### src/rtl/seg7_pkg.sv
// Shared constants and types for the 7-segment scan observer.
package seg7_pkg;

    // Active-high segment patterns, bit0=a ... bit6=g
    localparam logic [6:0] SEG_0 = 7'h3F;
    localparam logic [6:0] SEG_1 = 7'h06;
    localparam logic [6:0] SEG_2 = 7'h5B;
    localparam logic [6:0] SEG_3 = 7'h4F;
    localparam logic [6:0] SEG_4 = 7'h66;
    localparam logic [6:0] SEG_5 = 7'h6D;
    localparam logic [6:0] SEG_6 = 7'h7D;
    localparam logic [6:0] SEG_7 = 7'h07;
    localparam logic [6:0] SEG_8 = 7'h7F;
    localparam logic [6:0] SEG_9 = 7'h6F;
    localparam logic [6:0] SEG_BLANK = 7'h00;

    localparam logic [3:0] BLANK_CODE = 4'hF;
    localparam logic [3:0] ERR_CODE   = 4'hE;

    typedef enum logic [1:0] {
        IDLE   = 2'd0,
        SETTLE = 2'd1,
        HOLD   = 2'd2
    } scan_state_t;

    function automatic logic is_onehot3(input logic [2:0] v);
        return (v != 3'b000) && ((v & (v - 3'b001)) == 3'b000);
    endfunction

endpackage

### src/rtl/seg7_to_bcd.sv
// Combinational 7-segment pattern to BCD decoder with an invalid flag.
module seg7_to_bcd
    import seg7_pkg::*;
(
    input  logic [6:0] seg,
    output logic [3:0] bcd,
    output logic       invalid
);

    // Table lookup; an all-off pattern is a legal blank, not an error
    always_comb begin
        bcd     = ERR_CODE;
        invalid = 1'b0;
        case (seg)
            SEG_0:     bcd = 4'd0;
            SEG_1:     bcd = 4'd1;
            SEG_2:     bcd = 4'd2;
            SEG_3:     bcd = 4'd3;
            SEG_4:     bcd = 4'd4;
            SEG_5:     bcd = 4'd5;
            SEG_6:     bcd = 4'd6;
            SEG_7:     bcd = 4'd7;
            SEG_8:     bcd = 4'd8;
            SEG_9:     bcd = 4'd9;
            SEG_BLANK: bcd = BLANK_CODE;
            default:   invalid = 1'b1;
        endcase
    end

endmodule

### src/rtl/seg7_scan_decoder.sv
// Observer for the multiplexed 7-segment bus: synchronises the pads, waits
// for the scan to settle on each digit and rebuilds the three BCD digits.
module seg7_scan_decoder
    import seg7_pkg::*;
#(
    parameter int unsigned SETTLE_CYCLES  = 4,
    parameter int unsigned TIMEOUT_CYCLES = 65535,
    parameter bit          SEG_ACTIVE_LOW = 1'b0,
    parameter bit          SEL_ACTIVE_LOW = 1'b0
) (
    input  logic        clk,
    input  logic        rst,
    input  logic [6:0]  seg_in,
    input  logic [2:0]  digit_sel_in,
    output logic [11:0] digits_out,
    output logic [2:0]  digit_valid,
    output logic        frame_done,
    output logic        pattern_err,
    output logic        sel_err,
    output logic        stale
);

    // Pad level meaning "nothing driven"; XOR with it normalises to active-high
    localparam logic [6:0] SEG_IDLE = SEG_ACTIVE_LOW ? 7'h7F : 7'h00;
    localparam logic [2:0] SEL_IDLE = SEL_ACTIVE_LOW ? 3'h7 : 3'h0;

    logic [6:0]      seg_s1, seg_s2, seg_n;
    logic [2:0]      sel_s1, sel_s2, sel_n;
    logic            stable, settled;
    logic [7:0]      stab_cnt;
    scan_state_t     state, state_nxt;
    logic            evaluate, capture, sel_bad;
    logic [3:0]      dec_bcd;
    logic            dec_invalid;
    logic [2:0][3:0] digit_q;
    logic [2:0]      frame_mask, mask_upd;
    logic [15:0]     tmo_cnt, tmo_nxt;

    // Two-flop synchroniser; reset to the idle pad level so a cleared chain reads as "no digit"
    always_ff @(posedge clk) begin
        if (rst) begin
            seg_s1 <= SEG_IDLE;
            seg_s2 <= SEG_IDLE;
            sel_s1 <= SEL_IDLE;
            sel_s2 <= SEL_IDLE;
        end else begin
            seg_s1 <= seg_in;
            seg_s2 <= seg_s1;
            sel_s1 <= digit_sel_in;
            sel_s2 <= sel_s1;
        end
    end

    assign seg_n = seg_s2 ^ SEG_IDLE;
    assign sel_n = sel_s2 ^ SEL_IDLE;

    // The synchronised value holds into the next cycle when both stages agree
    assign stable  = (seg_s1 == seg_s2) && (sel_s1 == sel_s2);
    assign settled = stable && (({1'b0, stab_cnt} + 9'd1) >= 9'(SETTLE_CYCLES));

    // Stability counter: run length of unchanged synchronised inputs, saturating
    always_ff @(posedge clk) begin
        if (rst || !stable)
            stab_cnt <= 8'd0;
        else if (stab_cnt != 8'hFF)
            stab_cnt <= stab_cnt + 8'd1;
    end

    // FSM state register
    always_ff @(posedge clk) begin
        if (rst) state <= IDLE;
        else     state <= state_nxt;
    end

    // FSM next state; IDLE may evaluate directly when the settle window is a single cycle
    always_comb begin
        state_nxt = state;
        case (state)
            IDLE:    if (sel_n != 3'b000) state_nxt = settled ? HOLD : SETTLE;
            SETTLE:  if (sel_n == 3'b000) state_nxt = IDLE;
                     else if (settled)    state_nxt = HOLD;
            HOLD:    if (!stable)         state_nxt = SETTLE;
            default: state_nxt = IDLE;
        endcase
    end

    // FSM outputs: evaluate a settled, non-zero select exactly once per scan step
    always_comb begin
        evaluate = (state != HOLD) && (sel_n != 3'b000) && settled;
        capture  = evaluate && is_onehot3(sel_n);
        sel_bad  = evaluate && !is_onehot3(sel_n);
    end

    seg7_to_bcd u_dec (
        .seg     (seg_n),
        .bcd     (dec_bcd),
        .invalid (dec_invalid)
    );

    assign mask_upd = frame_mask | sel_n;

    // Digit registers, frame tracking and sticky error flags
    always_ff @(posedge clk) begin
        if (rst) begin
            digit_q     <= '0;
            digit_valid <= 3'b000;
            frame_mask  <= 3'b000;
            frame_done  <= 1'b0;
            pattern_err <= 1'b0;
            sel_err     <= 1'b0;
        end else begin
            frame_done <= 1'b0;
            if (capture) begin
                for (int i = 0; i < 3; i++)
                    if (sel_n[i]) digit_q[i] <= dec_bcd;
                digit_valid <= digit_valid | sel_n;
                pattern_err <= pattern_err | dec_invalid;
                if (mask_upd == 3'b111) begin
                    frame_done <= 1'b1;
                    frame_mask <= 3'b000;
                end else begin
                    frame_mask <= mask_upd;
                end
            end else if (sel_bad) begin
                sel_err    <= 1'b1;
                frame_mask <= 3'b000;
            end
        end
    end

    assign digits_out = digit_q;

    // Next value of the capture-age counter; restarts on the capture edge itself
    always_comb begin
        if (capture)                tmo_nxt = 16'd0;
        else if (tmo_cnt != 16'hFFFF) tmo_nxt = tmo_cnt + 16'd1;
        else                        tmo_nxt = tmo_cnt;
    end

    // Capture-age counter and stale flag, flag derived from the next count so it drops with the capture
    always_ff @(posedge clk) begin
        if (rst) begin
            tmo_cnt <= 16'd0;
            stale   <= 1'b0;
        end else begin
            tmo_cnt <= tmo_nxt;
            stale   <= (tmo_nxt >= 16'(TIMEOUT_CYCLES));
        end
    end

endmodule

### config.mk
export PLATFORM = sky130hd
export DESIGN_NAME = seg7_scan_decoder
export DESIGN_NICKNAME = d
export VERILOG_FILES = /design/src/rtl/seg7_pkg.sv /design/src/rtl/seg7_to_bcd.sv /design/src/rtl/seg7_scan_decoder.sv
export SDC_FILE = /design/constraint.sdc
export NUM_CORES = 1
export LEC_CHECK = 0
export CORE_MARGIN = 2
export CORE_UTILIZATION = 45
export DETAILED_ROUTE_END_ITERATION = 10
export SETUP_SLACK_MARGIN = 0.1
export SKIP_LAST_GASP = 1
export SLEW_MARGIN = 10
export SYNTH_ARGS = -nofsm -noshare
export SYNTH_HDL_FRONTEND = slang
export SYNTH_HIERARCHICAL = 1
export SYNTH_SLANG_ARGS = --single-unit
### constraint.sdc
create_clock -name clk -period 4.2 [get_ports clk]
set_input_delay 0.84 -clock clk [delete_from_list [all_inputs] [get_ports clk]]
set_output_delay 0.84 -clock clk [all_outputs]
set_load 0.05 [all_outputs]
== Yosys cells after proc, flatten, opt, wreduce, memory -nomap -nowiden ==
Cells that the tools add are included.

* Output and inout port bits: 19
* Bits in writable memories: 0
* Logic and storage cells: 85
* Register bits after elaboration: 68
* Bits of input ports: 12
* Latch bits: 0
* Bits in read-only memories: 0
* Memories: 0

* $lt $le $gt $ge: 2
* $mul: 0
* Bitwise gates (word level): 5
* Div/mod/pow operators: 0
* Add/sub/neg operators: 4
* Equal/unequal tests: 21
* Reductions and logical operators: 23
* Mux-type cells: 14
* Shift operators: 0

{| class="wikitable"
|+ Operators by type and width
! operator !! count
|-
| 7-bit == test (second input constant) || 7
|-
| 4-bit case mux with 11 select lines || 1
|-
| 16-bit 2-to-1 mux || 2
|-
| 16-bit by 1-bit adder with 16-bit output (second input constant) || 1
|-
| 16-bit greater-or-equal comparator (second input constant) || 1
|-
| 16-bit != test (second input constant) || 1
|-
| 7-bit by 3-bit == test with 1-bit output (second input constant) || 2
|-
| 11-bit OR reduction || 1
|-
| 2-bit 2-to-1 mux || 5
|-
| 8-bit by 1-bit adder with 9-bit output (second input constant) || 1
|-
| 9-bit by 3-bit greater-or-equal comparator with 1-bit output (second input constant) || 1
|-
| 3-bit 2-to-1 mux || 3
|-
| 8-bit by 1-bit adder with 8-bit output (second input constant) || 1
|-
| 8-bit != test (second input constant) || 1
|-
| 2-bit AND reduction || 4
|-
| 7-bit by 6-bit == test with 1-bit output (second input constant) || 1
|-
| 7-bit == test || 1
|-
| 1-bit logical AND || 7
|-
| 7-bit logical NOT || 1
|-
| 3-bit logical NOT || 2
|-
| 2-bit != test (second input constant) || 3
|-
| 3-bit bitwise OR || 2
|-
| 2-bit case mux with 3 select lines || 1
|-
| 3-bit bitwise AND || 1
|-
| other kinds (16) || 18
|}

== Longest topological paths before layout ==
Gate-level depths: netlist of run 1.

* Word-level depth: 8
* Gate-level depth with buffers: 8
* Gate-level depth less buffers: 7

== By module ==
The synthesis of run 1 kept the hierarchy.

{| class="wikitable"
|+ By module, submodules not included
! module !! instances !! area an instance (um^2) !! cells an instance !! seq. area each (um^2)
|-
| seg7_scan_decoder || 1 || 3193.1 || 348 || 1361.3
|-
| seg7_to_bcd || 1 || 212.7 || 31 || 0.0
|}

== Worst setup path after synthesis of run 1 ==
Ideal clock, no wire load.

* Kind: register to register
* Start: reg tmo_cnt[0]
* End: reg stale
* Required time: 4113 ps
* Slack: 2090 ps
* Cell stages (with the launch flop): 8
* Path buffers: 1
* Data arrival time: 2023 ps
* Path through: dfxtp_1 -> ha_1 -> and4_1 -> buf_2 -> and4_1 -> nand3_1 -> a2111o_1 -> nor4b_4

* Cells in the longest elaborated chain, start to end: 4
* Elaborated cells between the ends (all ways): 5
* Those cells by class: 1 x add/sub; 1 x order compare; 1 x eq/ne; 2 x mux

{| class="wikitable"
|+ RTL lines
! element !! RTL line !! text
|-
| start, declared || seg7_scan_decoder.sv:37 || <nowiki>logic [15:0] tmo_cnt, tmo_nxt;</nowiki>
|-
| start signal, assigned || seg7_scan_decoder.sv:146 || <nowiki>tmo_cnt <= tmo_nxt;</nowiki>
|-
| 16-bit by 1-bit adder with 16-bit output / 16-bit != test (equally long branches) || seg7_scan_decoder.sv:136 || <nowiki>else if (tmo_cnt != 16'hFFFF) tmo_nxt = tmo_cnt + 16'd1;</nowiki>
|-
| 16-bit 2-to-1 mux (*) || seg7_scan_decoder.sv:136 ||
|-
| 16-bit 2-to-1 mux (*) || seg7_scan_decoder.sv:135 || <nowiki>if (capture) tmo_nxt = 16'd0;</nowiki>
|-
| 16-bit greater-or-equal comparator (*) || seg7_scan_decoder.sv:147 || <nowiki>stale <= (tmo_nxt >= 16'(TIMEOUT_CYCLES));</nowiki>
|-
| end signal, assigned || seg7_scan_decoder.sv:147 ||
|-
| end, declared || seg7_scan_decoder.sv:20 || <nowiki>output logic stale</nowiki>
|}

Mark *: on every way between the ends. The rest lies on a longest branch, timed or not.
A chain may end at the register's enable or synchronous reset.

== Worst setup path in the final report of run 1 ==
* Start: reg sel_s2[1], in the netlist sel_n[1]
* End: reg tmo_cnt[11]

* Cells in the longest elaborated chain, start to end: 6
* Elaborated cells between the ends (all ways): 12
* Those cells by class: 1 x add/sub; 1 x eq/ne; 1 x mux; 1 x bitwise; 8 x reduce/logical

{| class="wikitable"
|+ RTL lines
! element !! RTL line !! text
|-
| start, declared || seg7_scan_decoder.sv:28 || <nowiki>logic [2:0] sel_s1, sel_s2, sel_n;</nowiki>
|-
| start signal, assigned || seg7_scan_decoder.sv:50 || <nowiki>sel_s2 <= sel_s1;</nowiki>
|-
| 3-bit by 1-bit subtractor with 3-bit output / 3-bit == test (equally long branches) || seg7_pkg.sv:27, seg7_scan_decoder.sv:58 ||
|-
| 3-bit bitwise AND / 1-bit logical AND (equally long branches) || seg7_pkg.sv:27, seg7_scan_decoder.sv:58 ||
|-
| 3-bit logical NOT / 1-bit logical AND (equally long branches) || seg7_pkg.sv:27, seg7_scan_decoder.sv:59 ||
|-
| 1-bit logical AND, on equally long branches || seg7_pkg.sv:27, seg7_scan_decoder.sv:89 ||
|-
| 1-bit logical AND (*) || seg7_scan_decoder.sv:90 || <nowiki>capture = evaluate && is_onehot3(sel_n);</nowiki>
|-
| 16-bit 2-to-1 mux (*) || seg7_scan_decoder.sv:135 ||
|}

Marks and branches as above.

==> results by group, run 1 <==
Timing
  • Setup_tns: 0 ns
  • Final Skew: 0.00931 ns
  • RSZ-0062 raised after global routing: no
  • Final hold vios: 0
  • Final Setup Violations: 0
  • Crit path time final: 2.83 ns
  • Max Slew Vio Count: 0
  • Tcrit/Tclk final: 67.3%
  • Slew HR: 22.6%
  • Fmax: 354 MHz
  • Actual slew at the worst max-slew pin: 1.15 ns

Logic synthesis
  • Netlist cell types: 65
  • Synth Net Count: 394
  • Ys flop type: dfxtp_1
  • Top cell type's share of synthesized area: 40.0%
  • Synth Instances: 379
  • Simple-gate share of the synthesized area: 29.5%
  • Synth Warn #: 6
  • Synth top area cells: dfxtp_1 40%, nor2b_1 4.6%, a21oi_1 4.3%
  • Synth area leader: dfxtp_1
  • Compound-Gate Fraction of Synth Area: 17.3%
  • Largest family of logic cells by synthesized area: simple AND/OR/NAND/NOR gates
  • Async set or reset register ratio after synthesis: 0%
  • Adder-cell share of the synthesized area: 1.40%
  • #FFs+latches synth: 68
  • Post-synth top cells: 68 x dfxtp_1, 29 x a21oi_1, 27 x nor2_1
  • Seq/Total Area, Yosys: 40.0%
  • Avg Inst Size Synth: 8.99 sq um
  • Mux cell area share after synthesis: 0.294%
  • Synthesized area: 3410 sq um
  • XOR/XNOR Fraction of Synth Area: 6.43%
  • Number of flops mapped to enable cells by yosys: 0
  • Count leader, synth: dfxtp_1

CTS
  • Post_cts resized: 0
  • H-tree levels: 3
  • CTS tree: yes
  • Cts bufs inserted: 9
  • CTS Sinks: 68
  • Post-CTS Hold Fix Bufs: 0
  • Clock Pin Slew Worst Setup and Hold Paths: 0.08 ns
  • Clock Path Buffers: 2
  • Number of setup buffers added after CTS: 0
  • Clk root buf: clkbuf_8
  • Clk Latency, worst-skew pair: 0.35 ns

Floorplanning
  • Core Rows: 31
  • Die height: 91.0 microns
  • Total I/O pin count: 31
  • Initial core utilization: 46.7%
  • Die Footprint: 8280 sq um
  • Core area: 7290 sq um
  • Die Wd: 91.0 microns

Worst setup path
  • Critical path arrival: 3.01 ns
  • CP max FO: 37
  • Worst path cell trace: xor2_1 -> nor4_2 -> nand4_2 -> buf_4 -> o31ai_2 -> nor3_1
  • Worst path slowest cell: o31ai_2
  • CP required: 4.38 ns
  • WS Path Type: register to register
  • Max incr delay on CP: 0.98 ns
  • Critical Path Sink Type: register
  • Crit start category: register

Finish
  • Ant diodes: 0
  • # nets final: 414
  • Register area: 1360 sq um
  • # fillers: 739
  • Area grow syn2layout: 14.9%
  • Final core occ: 53.7%
  • Multi-input logic area: 1870 sq um
  • Fraction of layout cells with a size suffix above 1: 8.42%

Route
  • First DRT Iteration DRCs: 130
  • Final wirelength: 6.91 mm
  • Routed vias: 2801
  • Avg Vias per Cell: 5.57
  • Drt drc: 0
  • Initial DRT Pass Iterations: 4
  • WL/cell: 13.7 microns
  • Remaining antenna violation count: 0

GRT
  • Vias in the first global route: 2571
  • First-pass GRT wire length: 11.8 mm
  • Initial antenna violation count: 0
  • All-Layer GR Usage: 17.3%
  • Largest net degree at the start of global routing: 40
  • GRT Residual Overflow: 0

Power
  • Total power: 1.30 mW
  • Cell area power density: 333 nW/um^2
  • Static leakage: 1.36 nW
  • Peak supply drop: 0.150 mV

Placement
  • PortBufs: 30
  • Routability cong.: 0.817
  • DP HPWL: 4.66 mm

Hold path
  • Type of the worst min-delay path: register to register

Flow run
  • Max_cap viols: 0

Run status
  • Status: complete, no violations
-- worst paths after layout --
check | start | to | slack, ns | depth (start not counted)
worst max-delay path | sel_n[1] | tmo_cnt[11] | 1.37 | 6
worst max register to register | sel_n[1] | tmo_cnt[11] | 1.37 | 6
worst min-delay path | digits_out[8] | digits_out[8] | 0.47 | 2
worst min register to register | digits_out[8] | digits_out[8] | 0.47 | 2
-- cell usage in the layout (no fill, tap or decap), types with 3 or more instances in the layout --
cell,n
a211oi_1,4
a21o_1,3
a21oi_1,29
and3_1,4
and4_1,8
buf_4,3
clkbuf_8,9
clkdlybuf4s50_1,30
dfxtp_1,68
ha_1,3
inv_1,8
nand2_1,17
nand2b_1,3
nand3_1,12
nand3b_1,3
nand4_1,15
nor2_1,27
nor2b_1,25
nor3_1,9
nor4_2,3
o211ai_1,3
o21a_1,6
o21ai_0,7
o31ai_1,15
or3_1,3
or4_1,16
xnor2_1,9
xor2_1,16
-- power breakdown --
group          switching, mW  total, mW  internal (mW)
Clock                  0.269      0.546          0.277
Sequential            0.0164      0.673          0.656
Combinational         0.0451     0.0854         0.0403
Total                  0.330       1.30          0.973
-- sequential cells by signal, indices dropped and copies added (netlist names) --
register / cells
frame_mask: 3
stale: 1
sel_err: 1
sel_n: 3
seg_s1: 7
tmo_cnt: 16
stab_cnt: 8
digit_valid: 3
frame_done: 1
digits_out: 12
seg_n: 7
sel_s1: 3
state: 2
pattern_err: 1
-- final cells by class --
type	instances	share of cell area [%]
Timing Repair Buffer	33	8.25
Tap cell	99	3.17
Clock inverter	7	1.95
Clock buffer	9	3.17
Multi-Input combinational cell	278	47.8
Inverter	9	0.863
Sequential cell	68	34.8
-- kinds of logic (layout without fill, tap and decap cells) --
| group | after synthesis | after routing |
|---|---|---|
| AO/OA/AOI/OAI | 85 | 85 |
| XOR/XNOR | 25 | 25 |
| adder cells (fa/ha/maj) | 4 | 4 |
| buffers and inverters | 33 | 58 |
| flip-flops | 68 | 68 |
| multiplexers | 1 | 1 |
| AND/OR/NAND/NOR | 163 | 163 |
-- stage by stage --
stage	hold WS, ns	worst slack (ns)	instances	area, sq um
floorplan	0.453	2.09	379	3410
global placement	0.453	1.44	487	3710
detailed placement	0.459	1.35	487	3710
CTS	0.471	1.33	503	3910
global route	0.492	1.11	503	3910
finish	0.465	1.37	503	3910
-- metal layers --
metal	wire, microns	vias up	global-route usage, %
li1	-	1442	-
met1	3310	1308	22.8
met2	3250	42	27.8
met3	235	9	3.32
met4	112	0	7.20
met5	0	-	0
-- worst max-delay path: cells and delay by family (launching register included) --
kind / cells / cell delay, ns
compound gates: 1 / 0.98
simple gates: 3 / 0.70
xor+xnor: 1 / 0.13
buf+inv: 1 / 0.25
flops: 1 / 0.58
No activity file was read; power rests on OpenSTA's default activity.
==> run 2, diff against run 1 <==
==> constraint.sdc (replaced) <==
create_clock -name clk -period 2.6 [get_ports clk]
set_input_delay 0.52 -clock clk [delete_from_list [all_inputs] [get_ports clk]]
set_output_delay 0.52 -clock clk [all_outputs]
set_load 0.05 [all_outputs]
==> results by group, run 2 (synthesis gave the netlist of run 1 again) <==
Run status
  • Status: complete, no violations

Route
  • Top Metal Used: met4
  • Remaining antenna violation count: 0
  • Initial DRT Pass Iterations: 5
  • M1 wire length: 3.33 mm
  • First DRT Iteration DRCs: 143
  • WL/cell: 14.3 microns
  • Routed wl met3: 346 microns
  • Drt drc: 0
  • Final wirelength: 7.30 mm
  • Routed wl met2: 3.54 mm
  • Avg Vias per Cell: 5.68
  • Routed vias: 2909

GRT
  • All-Layer GR Usage: 18.5%
  • Largest net degree at the start of global routing: 39
  • Initial antenna violation count: 0
  • Vias in the first global route: 2696
  • GRT Residual Overflow: 0
  • First-pass GRT wire length: 12.7 mm

Worst setup path
  • WP buf/inv: 0
  • WS Path Type: register to register
  • Critical Path Sink Type: register
  • Worst path slowest cell: dfxtp_1
  • Worst path cell trace: ha_2 -> and4_2 -> and4_1 -> nand3_1 -> a2111o_1 -> nor4b_4
  • CP delay by family, top: simple AND/OR/NAND/NOR gates
  • Critical path arrival: 2.61 ns
  • CP required: 2.86 ns
  • Crit start category: register
  • CP max FO: 8
  • Max incr delay on CP: 0.48 ns

Power
  • Peak supply drop: 0.497 mV
  • Clock power frac: 43.7%
  • Combinational cell fraction of total power: 7.0%
  • Part of the power in registers: 49.3%
  • Total power: 2.20 mW
  • Cell area power density: 548 nW/um^2
  • Psw: 0.499 mW
  • Sw frac: 22.7%
  • Int Power: 1.70 mW
  • Static leakage: 1.41 nW

Placement
  • Inst Count DP: 494
  • PortBufs: 30
  • DP HPWL: 4.91 mm
  • Routability cong.: 0.898
  • Dpl cell area: 3760 sq um

Finish
  • Biggest register: tmo_cnt
  • Area grow syn2layout: 17.7%
  • Final Cell Area: 4010 sq um
  • Non-Filler Instances: 512
  • Most frequent cells in the layout: 68 x dfxtp_1, 30 x clkdlybuf4s50_1, 29 x a21oi_1, 27 x nor2_1, 25 x nor2b_1
  • Most common cell after layout, fill and taps aside: dfxtp_1
  • Final core occ: 55.0%
  • Fraction of layout cells with a size suffix above 1: 10.4%
  • Max reg flops: 16
  • Ant diodes: 0
  • # nets final: 423

Floorplanning
  • Die Footprint: 8280 sq um
  • Initial core utilization: 46.7%
  • Die Wd: 91.0 microns
  • Core area: 7290 sq um
  • Total I/O pin count: 31
  • Core Rows: 31
  • Die height: 91.0 microns

CTS
  • CTS tree: yes
  • H-tree levels: 3
  • Clk root buf: clkbuf_8
  • CTS Sinks: 68
  • Clock Path Buffers: 2
  • Clk Latency, worst-skew pair: 0.35 ns
  • Cts bufs inserted: 9
  • Clock Pin Slew Worst Setup and Hold Paths: 0.07 ns

Timing
  • Fmax: 425 MHz
  • Final Skew: 0.0138 ns
  • Slew HR: 54.1%
  • Crit path time final: 2.35 ns
  • Actual slew at the worst max-slew pin: 0.689 ns
  • Setup_tns: 0 ns
  • Final hold vios: 0
  • RSZ-0062 raised after global routing: no
  • Final Setup Violations: 0
  • Tcrit/Tclk final: 90.6%
  • Max Slew Vio Count: 0

Hold path
  • Type of the worst min-delay path: register to register

Flow run
  • Max_cap viols: 0
-- run 2: power by group through the flow --
stage	Clock (mW)	Sequential, mW	Combinational (mW)
2_1_floorplan	0	1.10	0.110
3_3_place_gp	0	1.11	0.151
3_5_place_dp	0	1.11	0.151
4_1_cts	0.993	1.08	0.151
5_1_grt	1.02	1.09	0.172
6_report	0.960	1.08	0.153
-- run 2: path summary, 6_finish.rpt --
kind	start	to	slack (ns)	cells past startpoint
worst max-delay path	tmo_cnt[0]	stale	0.25	6
worst max register to register	tmo_cnt[0]	stale	0.25	6
worst min register to register	digits_out[4]	digits_out[4]	0.47	2
worst min-delay path	digits_out[4]	digits_out[4]	0.47	2
-- run 2: metrics by stage --
step | hold slack [ns] | setup slack, ns
floorplan | 0.453 | 0.490
global placement | 0.451 | 0.187
detailed placement | 0.459 | 0.153
CTS | 0.465 | 0.121
global route | 0.490 | 0.0852
finish | 0.465 | 0.245
-- run 2: cell type report --
| cell class | instances | area (sq um) |
|---|---|---|
| inverters | 9 | 33.8 |
| clock buffers | 12 | 145 |
| fillers | 698 | 3280 |
| flip-flops and latches | 68 | 1360 |
| well taps | 99 | 124 |
| clock inverters | 4 | 72.6 |
| repair buffers | 42 | 390 |
| multi-input cells | 278 | 1880 |
-- run 2: metal layers --
metal,vias up,global-route usage [%]
li1,1458,-
met1,1357,22.8
met2,84,31.4
met3,10,5.56
met4,0,4.80
met5,-,0
-- run 2: what timing repair did --
action	in CTS	in global routing
setup buffers	0	2
endpoints found under the setup margin	0	17
hold buffers	0	0
resized for setup	0	3
-- run 2: worst reg2reg max path: cells and delay by family (launching register included) --
| family | cells | cell delay [ns] |
|---|---|---|
| AO/OA/AOI/OAI | 1 | 0.47 |
| flip-flops | 1 | 0.48 |
| AND/OR/NAND/NOR | 4 | 1.02 |
| adder cells (fa/ha/maj) | 1 | 0.31 |
